### src/rtl/spi_cfg_pkg.sv
// rtl/spi_cfg_pkg.sv - shared types and constants for the SPI configuration master
package spi_cfg_pkg;

    localparam int N_CS   = 4;
    localparam int DATA_W = 32;

    // Command byte field positions
    localparam int CMD_CS_LSB  = 0;
    localparam int CMD_CS_W    = 2;
    localparam int CMD_LEN_LSB = 2;
    localparam int CMD_LEN_W   = 2;

    typedef enum logic [2:0] {
        ST_IDLE,
        ST_LOW,
        ST_HIGH,
        ST_HOLD,
        ST_GAP
    } state_t;

    // Bits in a frame: 8 * (byte count minus one + 1)
    function automatic logic [5:0] frame_bits(input logic [CMD_LEN_W-1:0] len_m1);
        return {1'b0, len_m1, 3'b000} + 6'd8;
    endfunction

endpackage

### src/rtl/spi_cfg_tick.sv
// rtl/spi_cfg_tick.sv - half-period tick generator for the SPI clock
module spi_cfg_tick
    import spi_cfg_pkg::*;
#(
    parameter int CLK_DIV = 4
) (
    input  logic clk_i,
    input  logic rst_i,
    input  logic clear_i,
    input  logic busy_i,
    output logic tick_o
);

    localparam int CW = $clog2(CLK_DIV) + 1;

    logic [CW-1:0] cnt_q;
    logic [CW-1:0] cnt_d;

    // A tick marks the last cycle of each half-period
    assign tick_o = busy_i && (cnt_q == CW'(CLK_DIV - 1));

    // Next count: restart on accept, on tick, or while idle
    always_comb begin
        cnt_d = cnt_q;
        if (clear_i || !busy_i || tick_o) begin
            cnt_d = '0;
        end else begin
            cnt_d = cnt_q + CW'(1);
        end
    end

    // Half-period counter register
    always_ff @(posedge clk_i) begin
        if (rst_i) begin
            cnt_q <= '0;
        end else begin
            cnt_q <= cnt_d;
        end
    end

endmodule

### src/rtl/spi_cfg.sv
// rtl/spi_cfg.sv - write-only SPI mode-0 master for board peripheral configuration
module spi_cfg
    import spi_cfg_pkg::*;
#(
    parameter int CLK_DIV = 4
) (
    input  logic              aclk,
    input  logic              areset,
    input  logic [DATA_W-1:0] s_axis_tdata,
    input  logic              s_axis_tvalid,
    output logic              s_axis_tready,
    input  logic [7:0]        cmd,
    output logic [N_CS-1:0]   cs,
    output logic              sclk,
    output logic              sdi
);

    state_t              state_q, state_d;
    logic [DATA_W-1:0]   shift_q, shift_d;
    logic [5:0]          bits_q, bits_d;
    logic [CMD_CS_W-1:0] cs_idx_q, cs_idx_d;
    logic [N_CS-1:0]     cs_q, cs_d;
    logic                sclk_q, sclk_d;
    logic                sdi_q, sdi_d;
    logic                tready_q, tready_d;
    logic                accept;
    logic                tick;

    // Reserved command bits carry no meaning
    logic unused_cmd;
    assign unused_cmd = ^cmd[7:4];

    assign accept = tready_q && s_axis_tvalid;

    spi_cfg_tick #(
        .CLK_DIV (CLK_DIV)
    ) u_tick (
        .clk_i   (aclk),
        .rst_i   (areset),
        .clear_i (accept),
        .busy_i  (state_q != ST_IDLE),
        .tick_o  (tick)
    );

    // Next state, datapath and the pin values for the next cycle
    always_comb begin
        state_d  = state_q;
        shift_d  = shift_q;
        bits_d   = bits_q;
        cs_idx_d = cs_idx_q;
        unique case (state_q)
            ST_IDLE: begin
                if (accept) begin
                    shift_d  = s_axis_tdata;
                    bits_d   = frame_bits(cmd[CMD_LEN_LSB +: CMD_LEN_W]);
                    cs_idx_d = cmd[CMD_CS_LSB +: CMD_CS_W];
                    state_d  = ST_LOW;
                end
            end
            ST_LOW: begin
                if (tick) state_d = ST_HIGH;
            end
            ST_HIGH: begin
                if (tick) begin
                    if (bits_q == 6'd1) begin
                        state_d = ST_HOLD;
                    end else begin
                        shift_d = {shift_q[DATA_W-2:0], 1'b0};
                        bits_d  = bits_q - 6'd1;
                        state_d = ST_LOW;
                    end
                end
            end
            ST_HOLD: begin
                if (tick) state_d = ST_GAP;
            end
            ST_GAP: begin
                if (tick) state_d = ST_IDLE;
            end
            default: state_d = ST_IDLE;
        endcase

        // Pins are decoded from the next state so they register in step with it
        cs_d     = '1;
        sclk_d   = 1'b0;
        sdi_d    = 1'b0;
        tready_d = (state_d == ST_IDLE);
        if (state_d == ST_LOW || state_d == ST_HIGH || state_d == ST_HOLD) begin
            cs_d = ~(N_CS'(1) << cs_idx_d);
        end
        if (state_d == ST_HIGH) begin
            sclk_d = 1'b1;
        end
        if (state_d == ST_LOW || state_d == ST_HIGH) begin
            sdi_d = shift_d[DATA_W-1];
        end
    end

    // State, datapath and output registers
    always_ff @(posedge aclk) begin
        if (areset) begin
            state_q  <= ST_IDLE;
            shift_q  <= '0;
            bits_q   <= '0;
            cs_idx_q <= '0;
            cs_q     <= '1;
            sclk_q   <= 1'b0;
            sdi_q    <= 1'b0;
            tready_q <= 1'b1;
        end else begin
            state_q  <= state_d;
            shift_q  <= shift_d;
            bits_q   <= bits_d;
            cs_idx_q <= cs_idx_d;
            cs_q     <= cs_d;
            sclk_q   <= sclk_d;
            sdi_q    <= sdi_d;
            tready_q <= tready_d;
        end
    end

    assign cs            = cs_q;
    assign sclk          = sclk_q;
    assign sdi           = sdi_q;
    assign s_axis_tready = tready_q;

endmodule

### config.mk
export PLATFORM = sky130hd
export DESIGN_NAME = spi_cfg
export DESIGN_NICKNAME = d
export VERILOG_FILES = /design/src/rtl/spi_cfg_pkg.sv /design/src/rtl/spi_cfg_tick.sv /design/src/rtl/spi_cfg.sv
export SDC_FILE = /design/constraint.sdc
export NUM_CORES = 1
export LEC_CHECK = 0
export CORE_MARGIN = 2
export CORE_UTILIZATION = 32
export CTS_CLUSTER_DIAMETER = 100
export DETAILED_ROUTE_END_ITERATION = 7
export PLACE_DENSITY = 0.57
export SYNTH_ARGS = -nofsm -noshare
export SYNTH_HDL_FRONTEND = slang
export SYNTH_HIERARCHICAL = 1
export SYNTH_SLANG_ARGS = --single-unit
### constraint.sdc
create_clock -name aclk -period 2.43 [get_ports aclk]
set_clock_uncertainty 0.1 [all_clocks]
set_input_delay 0.3645 -clock aclk [delete_from_list [all_inputs] [get_ports aclk]]
set_output_delay 0.3645 -clock aclk [all_outputs]
set_load 0.05 [all_outputs]
Yosys cells after proc, flatten, opt, wreduce, memory -nomap -nowiden
Index checks and enable logic that the tools add are counted.
{ "classes": {"add_sub_neg": 3, "eq_ne": 12, "shift": 1, "muxes": 18, "bitwise_logic": 3, "n_reduce_logical": 15} }
{ "ops": {"columns": ["cell", "n"], "rows": [
  ["$mux 32", 3],
  ["$pmux 32 s2", 1],
  ["$mux 6", 3],
  ["$eq 3x2->1 const B", 5],
  ["$mux 3", 5],
  ["$pmux 3 s5", 1],
  ["$pmux 6 s2", 1],
  ["$add 5x4->6 const B", 1],
  ["$eq 3x1->1 const B", 2],
  ["$eq 6x1->1 const B", 1],
  ["$logic_not 3->1", 2],
  ["$mux 2", 3],
  ["$reduce_or 2->1", 3],
  ["$sub 6x1->6 const B", 1],
  ["$logic_or 1x1->1", 4],
  ["$ne 2x1->1 const B", 2],
  ["$not 4->4", 1],
  ["$reduce_and 4->1", 1],
  ["$shl 1x2->4 const A", 1],
  ["$add 3x1->3 const B", 1],
  ["$eq 3x3->1 const B", 1],
  ["$reduce_bool 3->1", 1],
  ["$logic_and 1x1->1", 2],
  ["$ne 2x2->1 const B", 1],
  ["4 further kinds", 5]
]} }
{ "word_totals": {"regBits": 53, "in_bits": 43, "word_cells": 62} }

Longest topological paths before layout
Gate-level depths: netlist of the first run.
{ "depth": {"word_depth": 9, "depth_mapped": 9, "ltp_nobuf": 7} }

By module
The synthesis of the first run kept the hierarchy.
{ "by_module_without_submodules": {"columns": ["mod", "instances", "cells_each", "area_per_inst_um2", "seq_area_each_um2"], "rows": [
  ["spi_cfg", 1, 262, 2282.2, 1001.0],
  ["spi_cfg_tick", 1, 12, 125.1, 60.1]
]} }

Least setup slack after synthesis of the first run
No wires, ideal clock.
{ "synth_timing": {"kind": "reg-to-reg", "from": "register state_q[0]", "to": "register cs_q[0] (netlist: cs[0])", "setup_ns": 0.158, "arrival_time_ns": 1.825, "slack_ns": 0.347, "path_stages_with_launch": 6, "synth_period_minus_slack_ns": 2.083, "path_cell_list": "dfxtp_1 or3_1 and2_2 and3_1 a2111oi_0 o21ai_0"} }
{ "synth_between": {"elab_chain_len": 9} }
{ "synth_lines": {"columns": ["item", "line_no", "source"], "rows": [
  ["from (decl)", "spi_cfg.sv:18", "state_t state_q, state_d;"],
  ["from (signal assigned)", "spi_cfg.sv:111", "state_q <= state_d;"],
  ["$reduce_bool 3->1 (*)", "spi_cfg.sv:41", ".busy_i (state_q != ST_IDLE),"],
  ["$logic_and 1x1->1 (*)", "spi_cfg_tick.sv:20", "assign tick_o = busy_i && (cnt_q == CW'(CLK_DIV - 1));"],
  ["net tick", "spi_cfg.sv:27", "logic tick;"],
  ["$mux 3, on equally long branches", null, null],
  ["$pmux 3 s5 (*)", "spi_cfg.sv:51", "unique case (state_q)"],
  ["$eq 3x1->1 or $eq 3x2->1 (tied branches)", "spi_cfg.sv:88", "if (state_d == ST_LOW || state_d == ST_HIGH || state_d == ST_HOLD) begin"],
  ["$logic_or 1x1->1", "spi_cfg.sv:88", null],
  ["$logic_or 1x1->1 (*)", "spi_cfg.sv:88", null],
  ["$not 1->1 (no source line) (*)", null, null],
  ["$reduce_or 2->1 (no source line) (*)", null, null],
  ["to (signal assigned)", "spi_cfg.sv:115", "cs_q <= cs_d;"],
  ["to (decl)", "spi_cfg.sv:22", "logic [N_CS-1:0] cs_q, cs_d;"]
]} }
The timed path passes the listed nets; every way through them passes the cells marked *.
A chain may end at the register's enable or synchronous reset.

Final worst setup path of the first run
{ "layout_timing": {"from": "register u_tick.cnt_q[0]", "to": "register bits_q[3]"} }
{ "layout_between": {"elab_chain_len": 4} }
{ "layout_lines": {"columns": ["item", "line_no", "source"], "rows": [
  ["from (decl)", "spi_cfg_tick.sv:16", "logic [CW-1:0] cnt_q;"],
  ["from (signal assigned)", "spi_cfg_tick.sv:37", "cnt_q <= cnt_d;"],
  ["$eq 3x2->1", "spi_cfg_tick.sv:20", null],
  ["$logic_and 1x1->1", "spi_cfg_tick.sv:20", null],
  ["net tick", "spi_cfg.sv:27", null],
  ["$ne 2x1->1 (no source line)", null, null],
  ["$reduce_and 4->1 (no source line)", null, null],
  ["to (signal assigned)", "spi_cfg.sv:113", "bits_q <= bits_d;"],
  ["to (decl)", "spi_cfg.sv:20", "logic [5:0] bits_q, bits_d;"]
]} }
The timed path passes the listed nets, and every way through them passes these cells.

==> results.ini, run 1 <==
[clock_tree]
holdBufCountCts=0
cts-buffers-inserted=5
worstSkewPairLatency_ns=0.31
cts_tree=yes
cts_num_sinks=53
root_buffer=clkbuf_8
h-tree-depth=2
ctsResizeCount=0
clk_pin_slew_ns=0.09
clockBufferDepth=2

[route]
drcViolationCount=0
vias=2227
drt-initial-drc-count=119
routedWlPerCell_um=13.9
first_pass_iters=4
detail-route-antenna-nets=0
routed_wl_um=5870
vias_per_cell=5.29

[worst_hold_path]
hold_path_class=reg2reg
holdCritStartpoint=u_tick/cnt_q[0]$_SDFF_PP0_

[synthesis]
syn_area_sq_um=2410
ys_ff_latch=53
synth_ff_type=dfxtp_1
yosysSeqAreaShare=0.441
netlist_instances=274
synth_cell_types=44
syn_nets=322
avgSynthCellArea_sq_um=8.79
yosysWarnings=6
async_flop_share=0
synth_edf_count=0

[worst_setup_path]
start_kind=flip-flop
crit_path_max_incr_delay_ns=0.40
worst_path_most_repeated_cell=ha_1
crit_arrival_ns=2.34
timing.critical_path.from=u_tick/cnt_q[0]$_SDFF_PP0_
critical_path.max_fanout=6
end_kind=flip-flop
crit_type=reg2reg
cp_cell_sequence=ha_1 > ha_1 > and2_2 > nand2_2 > a2111o_1 > buf_4 > o311ai_0 > a21oi_1
cp.required_ns=2.52
r2r-start=u_tick/cnt_q[0]$_SDFF_PP0_
critPathSlowestCell=a2111o_1

[timing]
grt_setup_unrepaired=false
setup-violations-final=0
fmax_mhz=443
worstMarginPinSlew_ns=0.501
tns_ns=0
hold_ws_ns=0.318
slew_violations=0
post-route-worst-setup-slack_ns=0.173
maxSlewHeadroom=0.665
fin_crit_sh=0.929
layout_min_cycle_time_ns=2.26
finalHoldViolCount=0

[die]
ios=50
die_y_um=90.7
start_util=0.332
rows=31
die_w_um=90.7
die_area_sq_um=8230
coreArea_sq_um=7250

[final_layout]
layout_common_cells=dfxtp_1 (53), a21oi_1 (47), clkdlybuf4s50_1 (44)
nNetsFinal=369
fillCellCount=728
antenna_cells=0
layout_commonest_cell=dfxtp_1
drive_above_1_share=0.124
areaGrowthSynthToFinish_pct=31.6

[placement]
gp_congestion=0.799
place_ws_ns=0.0968
port-buffer-count=45
dp.final_hpwl_um=3650

[power_and_ir_drop]
power_frac_comb=0.166
vdd.ir_drop.worst_v=0.000328
p_clk_frac=0.354
p_int_mw=1.49
power_density_nw_per_um2=626
p_seq_frac=0.480
leakage_nw=1.12
swShare=0.250
p_sw_uw=496

[global_route]
grt_max_degree=37
antenna_found_initial=0
grt_usage=0.144
grt_pass1_vias=2100
grt_pass1_wl_um=9810
grt_overflow=0

[run]
max-cap-violations=0

[status]
status=completed

[registers in the layout, indices dropped and copies added, names as in the netlist]
signal         cells
shift_q           32
bits_q             6
cs                 4
state_q            3
u_tick/cnt_q       3
cs_idx_q           2
s_axis_tready      1
sclk               1
sdi                1
[cell families (layout without fill, tap and decap cells)]
kind of cell               Yosys count  count (layout)  synth area share
AOI/OAI and AO/OA                  101             101             0.282
adders and majority gates            5               5            0.0260
buffers and inverters               31              79            0.0587
DFF                                 53              53             0.441
and+or+nand+nor                     84              84             0.193
[repair_timing]
action / 4_1_cts / 5_1_grt
endpoints found under the setup margin: 0 / 1
endpoints found under the hold margin: 0 / 0
buffers inserted: 0 / 4
[final timing paths]
| check | endpoint | slack, ns | cells after the start |
|---|---|---|---|
| min reg2reg | u_tick/cnt_q[0]$_SDFF_PP0_ | 0.32 | 1 |
| max reg2reg | bits_q[3]$_SDFFE_PP0P_ | 0.17 | 8 |
| min | u_tick/cnt_q[0]$_SDFF_PP0_ | 0.32 | 1 |
| max | bits_q[3]$_SDFFE_PP0P_ | 0.17 | 8 |
[metal layers]
metal	GRT usage	part of all wire	wire, um
met2	0.229	0.45	2650
met3	0.0467	0.052	306
met5	0	0	0
met4	0.0385	0.012	68
met1	0.187	0.48	2840
[synthesized netlist by cell type, drive strengths merged, types with 2 or more instances]
cell / instances / area [sq um]
a2111oi: 5 / 75.1
a21oi: 47 / 235
a22oi: 31 / 238
and2: 2 / 13.8
and3: 6 / 37.5
buf: 13 / 73.8
clkbuf: 11 / 41.3
dfxtp: 53 / 1060
ha: 5 / 62.6
inv: 7 / 26.3
nand2: 9 / 36.3
nand2b: 4 / 25.0
nand3: 32 / 160
nor2: 10 / 45.0
nor3: 10 / 61.3
nor3b: 5 / 37.5
o21ai: 6 / 30.0
o32ai: 2 / 17.5
[through the flow]
| step | power, mW | utilization | cells | instance area (sq um) |
|---|---|---|---|---|
| 3_5_place_dp | 1.30 | 0.411 | 408 | 2980 |
| 5_1_grt | 2.09 | 0.437 | 421 | 3170 |
| 6_report | 1.98 | 0.437 | 421 | 3170 |
| 2_1_floorplan | 1.17 | - | 274 | 2410 |
| 3_3_place_gp | 1.30 | 0.411 | 408 | 2980 |
| 4_1_cts | 2.01 | 0.429 | 416 | 3110 |
[worst max-delay path: cells and delay by family (launching register included)]
| family | cells | cell delay, ns |
|---|---|---|
| simple gates | 2 | 0.35 |
| buf+inv | 1 | 0.18 |
| fa+ha+maj | 2 | 0.34 |
| compound gates | 3 | 0.82 |
| flops | 1 | 0.34 |
[power by group through the flow]
| stage | Clock (mW) | Sequential [mW] | Combinational, mW |
|---|---|---|---|
| CTS | 0.724 | 0.952 | 0.330 |
| floorplan | 0 | 0.986 | 0.184 |
| global route | 0.762 | 0.961 | 0.365 |
| finish | 0.703 | 0.952 | 0.329 |
| global placement | 0 | 0.971 | 0.327 |
| detailed placement | 0 | 0.972 | 0.329 |
[area by class of cell]
class	instances	area, sq um	area share
sequential	53	1060	0.335
multi-input combinational	190	1200	0.380
tap	99	124	0.0391
clock inverter	3	65.1	0.0205
timing repair buffer	64	618	0.195
clock buffer	5	68.8	0.0217
inverter	7	26.3	0.00829
(Power assumes the default switching activity.)
==> run 2, diff against run 1 <==
Settings changed: CORE_MARGIN 2 to default.
Clock period 2.43 ns to 2.1 ns, I/O delays scaled along.
==> run 2 against run 1 <==
  * Fmax increased by 15%
  * Via count decreased by 2.1%
  * Count of clock-buffer cells in the layout increased by 1
  * Non-clock buffer count rose by 5
  * Hold slack gained 0.016 ns
  * First-iteration DRC count fell by 22%
  * Critical path depth fell by 1
  * Die area is 4.4% lower
  * Global-route usage grew 0.51 points
  * Sequential power up 16%
  * Clock power fell by 12%
  * Total power grew 6.9%
  * Largest cell class unchanged
==> results.ini, run 2 (synthesis results as in run 1) <==
[route]
vias=2180
first_pass_iters=4
drt-initial-drc-count=93
drcViolationCount=0
routed_wl_um=5510
vias_per_cell=5.12
routedWlPerCell_um=12.9
detail-route-antenna-nets=0

[timing]
fmax_mhz=508
slew_violations=0
finalHoldViolCount=0
hold_ws_ns=0.334
layout_min_cycle_time_ns=1.97
maxSlewHeadroom=0.650
worstMarginPinSlew_ns=0.524
setup-violations-final=0
fin_crit_sh=0.937
grt_setup_unrepaired=false
post-route-worst-setup-slack_ns=0.133

[worst_hold_path]
holdCritStartpoint=u_tick/cnt_q[0]$_SDFF_PP0_
hold_path_class=reg2reg
holdPathEnd=u_tick/cnt_q[0]$_SDFF_PP0_
hold-path-cell-count=1

[global_route]
grt_overflow=0
antenna_found_initial=0
grt_pass1_wl_um=9260
grt_max_degree=28
grt_usage=0.149
grt_pass1_vias=2078

[clock_tree]
holdBufCountCts=0
h-tree-depth=2
root_buffer=clkbuf_8
cts_tree=yes
clockBufferDepth=2
cts-buffers-inserted=5
worstSkewPairLatency_ns=0.31
cts_num_sinks=53
clk_pin_slew_ns=0.10

[worst_setup_path]
rrSetupSlack_ns=0.13
r2r-start=u_tick/cnt_q[0]$_SDFF_PP0_
start_kind=flip-flop
crit_arrival_ns=2.07
critical_path.max_fanout=5
end_kind=flip-flop
cp.required_ns=2.20
timing.rr.end=bits_q[3]$_SDFFE_PP0P_
reg2regPathDepth=7
crit_type=reg2reg

[die]
ios=50
coreArea_sq_um=7250
die_w_um=88.7
rows=31
start_util=0.332
die_area_sq_um=7870
die_y_um=88.7

[power_and_ir_drop]
vdd.ir_drop.worst_v=0.000331
leakage_nw=1.13
power_density_nw_per_um2=660

[final_layout]
layout_common_cells=dfxtp_1 (52), a21oi_1 (47), clkdlybuf4s50_1 (44)
areaGrowthSynthToFinish_pct=33.5
layout_commonest_cell=dfxtp_1
finalCoreUtilization=0.443
antenna_cells=0
largest_reg_flops=32
nNetsFinal=374
top_register=shift_q
drive_above_1_share=0.150

[placement]
port-buffer-count=45
place_ws_ns=-0.00227
gp_congestion=0.811
dp.final_hpwl_um=3750

[run]
max-cap-violations=0

[status]
status=completed

==> run 2: changes by cell type in the layout (fill, tap and decap cells not counted), moves of 2 or more <==
cell       previous run  this run
ha_1                  5         3
buf_4                17        21
ha_4                  0         2
bufinv_16             2         0
==> run 2: power by group <==
group	switching [mW]	total, mW	internal (mW)
registers	0.0363	1.10	1.07
logic	0.202	0.401	0.199
clock network	0.349	0.617	0.268
==> run 2: layout make-up <==
| cell class | instances | area (sq um) |
|---|---|---|
| multi-input combinational | 190 | 1250 |
| clock inverter | 2 | 13.8 |
| tap | 99 | 124 |
| fill | 752 | 4040 |
| inverter | 7 | 26.3 |
| sequential | 53 | 1060 |
| timing repair buffer | 69 | 654 |
| clock buffer | 6 | 82.6 |
==> run 2: routing by layer <==
| layer | part of all wire | up-vias | wire length, um | track usage |
|---|---|---|---|---|
| met5 | 0 | - | 0 | 0 |
| met4 | 0.013 | 0 | 74 | 0.0484 |
| met3 | 0.032 | 8 | 179 | 0.0317 |
| met2 | 0.46 | 37 | 2540 | 0.245 |
| met1 | 0.49 | 1019 | 2720 | 0.194 |
| li1 | - | 1116 | - | - |
==> run 2: what timing repair did <==
action | 4_1_cts | 5_1_grt
endpoints found under the setup margin | 11 | 38
gates resized for setup | 1 | 9
setup buffers | 0 | 1
pin swaps | 1 | 3
==> run 2: how the worst max path moves through the flow <==
stage,from,endpoint,cells after the start
6_report,u_tick/cnt_q[0]$_SDFF_PP0_,bits_q[3]$_SDFFE_PP0P_,7
5_1_grt,bits_q[1]$_SDFFE_PP0P_,shift_q[28]$_SDFFE_PP0P_,7
4_1_cts,u_tick/cnt_q[0]$_SDFF_PP0_,cs[3]$_SDFF_PP1_,8
3_5_place_dp,u_tick/cnt_q[0]$_SDFF_PP0_,shift_q[0]$_SDFFE_PP0P_,9
3_3_place_gp,u_tick/cnt_q[0]$_SDFF_PP0_,shift_q[1]$_SDFFE_PP0P_,9
2_1_floorplan,state_q[0]$_SDFF_PP0_,cs[0]$_SDFF_PP1_,5
==> run 2: metrics by stage <==
step	power, mW	instance area, sq um	instances	setup TNS [ns]
3_3_place_gp	1.52	3060	417	0
3_5_place_dp	1.52	3060	417	-0.00227
6_report	2.12	3210	426	0
4_1_cts	2.14	3160	425	0
2_1_floorplan	1.35	2410	274	0
5_1_grt	2.22	3210	426	0
==> run 2: worst max-delay path: stages (launching register included) <==
cell and delay, ns:
dfxtp_2 0.36, ha_4 0.14, ha_4 0.13, and2_4 0.14, nand2_2 0.08, a2111o_1 0.44, o311ai_0 0.35, a21oi_1 0.11
==> run 3, diff against run 2 <==
Settings changed: REMOVE_ABC_BUFFERS from default to 1.
==> run 3 against run 2 <==
  * First-iteration DRC count rose by 33%
  * Cell count rose by 0.23%
  * Sequential power barely moved
  * Clock power fell by 4.1%
  * Cell area fell by 0.90%
==> results.ini, run 3 (synthesis results as in run 1) <==
[final_layout]
areaGrowthSynthToFinish_pct=32.3
largest_reg_flops=32
layout_commonest_cell=dfxtp_1
layout_common_cells=dfxtp_1 (52), a21oi_1 (47), clkdlybuf4s50_1 (44)
nNetsFinal=376
antenna_cells=0
drive_above_1_share=0.146
fin_area_sq_um=3180
top_register=shift_q

[global_route]
grt_pass1_wl_um=9440
grt_overflow=0
grt_usage=0.155
grt_pass1_vias=2025
antenna_found_initial=0
grt_max_degree=30

[clock_tree]
cts_num_sinks=53
clk_pin_slew_ns=0.09
h-tree-depth=2
cts-buffers-inserted=5
root_buffer=clkbuf_8
cts_tree=yes
clockBufferDepth=2
worstSkewPairLatency_ns=0.31
holdBufCountCts=0

[timing]
fmax_mhz=494
finalHoldViolCount=0
setup-violations-final=0
hold_ws_ns=0.194
slew_violations=0
layout_min_cycle_time_ns=2.02
fin_crit_sh=0.963
maxSlewHeadroom=0.667
worstMarginPinSlew_ns=0.498
post-route-worst-setup-slack_ns=0.0773
grt_setup_unrepaired=true

[power_and_ir_drop]
p_int_mw=1.53
total_power_mw=2.10
vdd.ir_drop.worst_v=0.000255
leakage_nw=1.13
p_sw_uw=572
power_frac_comb=0.193
p_clk_frac=0.282
power_density_nw_per_um2=660
swShare=0.272
p_seq_frac=0.525

[worst_setup_path]
reg2regPathDepth=7
cp.required_ns=2.21
critical_path.max_fanout=6
start_kind=flip-flop
end_kind=flip-flop
crit_type=reg2reg
crit_arrival_ns=2.13

[die]
die_y_um=88.7
rows=31
die_area_sq_um=7870
ios=50
die_w_um=88.7
coreArea_sq_um=7250
start_util=0.332

[route]
drcViolationCount=0
detail-route-antenna-nets=0
routed_wl_um=5750
routedWlPerCell_um=13.5
drt-initial-drc-count=124
first_pass_iters=4
vias_per_cell=5.13
vias=2192

[placement]
place_ws_ns=0.0287
dp.final_hpwl_um=3960
gp_congestion=0.824
port-buffer-count=45
place_area_sq_um=3060

[worst_hold_path]
hold-path-cell-count=2
hold_path_class=in2reg

[status]
status=completed

[run]
max-cap-violations=0

## run 3: power groups by stage
| stage | Clock, mW | Sequential, mW | Combinational [mW] |
|---|---|---|---|
| 6_report | 0.592 | 1.10 | 0.405 |
| 5_1_grt | 0.657 | 1.11 | 0.448 |
| 4_1_cts | 0.618 | 1.10 | 0.403 |
| 3_5_place_dp | 0 | 1.13 | 0.402 |
| 3_3_place_gp | 0 | 1.12 | 0.399 |
| 2_1_floorplan | 0 | 1.14 | 0.187 |
## run 3: metal layers
metal,track usage,wire length (um),up-vias
li1,-,-,1124
met1,0.207,2720,1002
met2,0.244,2620,57
met3,0.0354,316,9
met4,0.0572,89,0
met5,0,0,-
## run 3: what timing repair did
item                       CTS  global route
resized for setup            0             7
buffers inserted             0             1
setup endpoints to repair    0            36
## run 3: path summary, 6_finish.rpt
path / slack [ns] / to / startpoint
worst max-delay path: 0.08 / sdi$_SDFF_PP0_ / u_tick/cnt_q[0]$_SDFF_PP0_
worst min-delay path: 0.19 / bits_q[4]$_SDFFE_PP0P_ / areset
worst max register to register: 0.08 / sdi$_SDFF_PP0_ / u_tick/cnt_q[0]$_SDFF_PP0_
worst min register to register: 0.32 / u_tick/cnt_q[0]$_SDFF_PP0_ / u_tick/cnt_q[0]$_SDFF_PP0_
## run 3: worst max-delay path: stages, from the launching register on
cell       delay (ns)
dfxtp_1          0.32
ha_1             0.19
ha_1             0.20
and2_2           0.22
nand2_2          0.11
a2111o_1         0.22
nand3_1          0.18
a2111oi_4        0.38
## run 3: area by class of cell
cell class              count  area, sq um
fillers                   746         4070
multi-input cells         190         1220
flip-flops and latches     53         1060
repair buffers             71          661
well taps                  99          124
clock buffers               6         82.6
inverters                   7         26.3
clock inverters             1         7.51
## run 3: per-stage QoR
step | TNS, ns | cells | util
after floorplan | -22.85 | 250 | -
after global placement | 0 | 419 | 0.422
after detailed placement | 0 | 419 | 0.422
after CTS | 0 | 426 | 0.435
after global routing | -0.411 | 427 | 0.439
final | 0 | 427 | 0.439
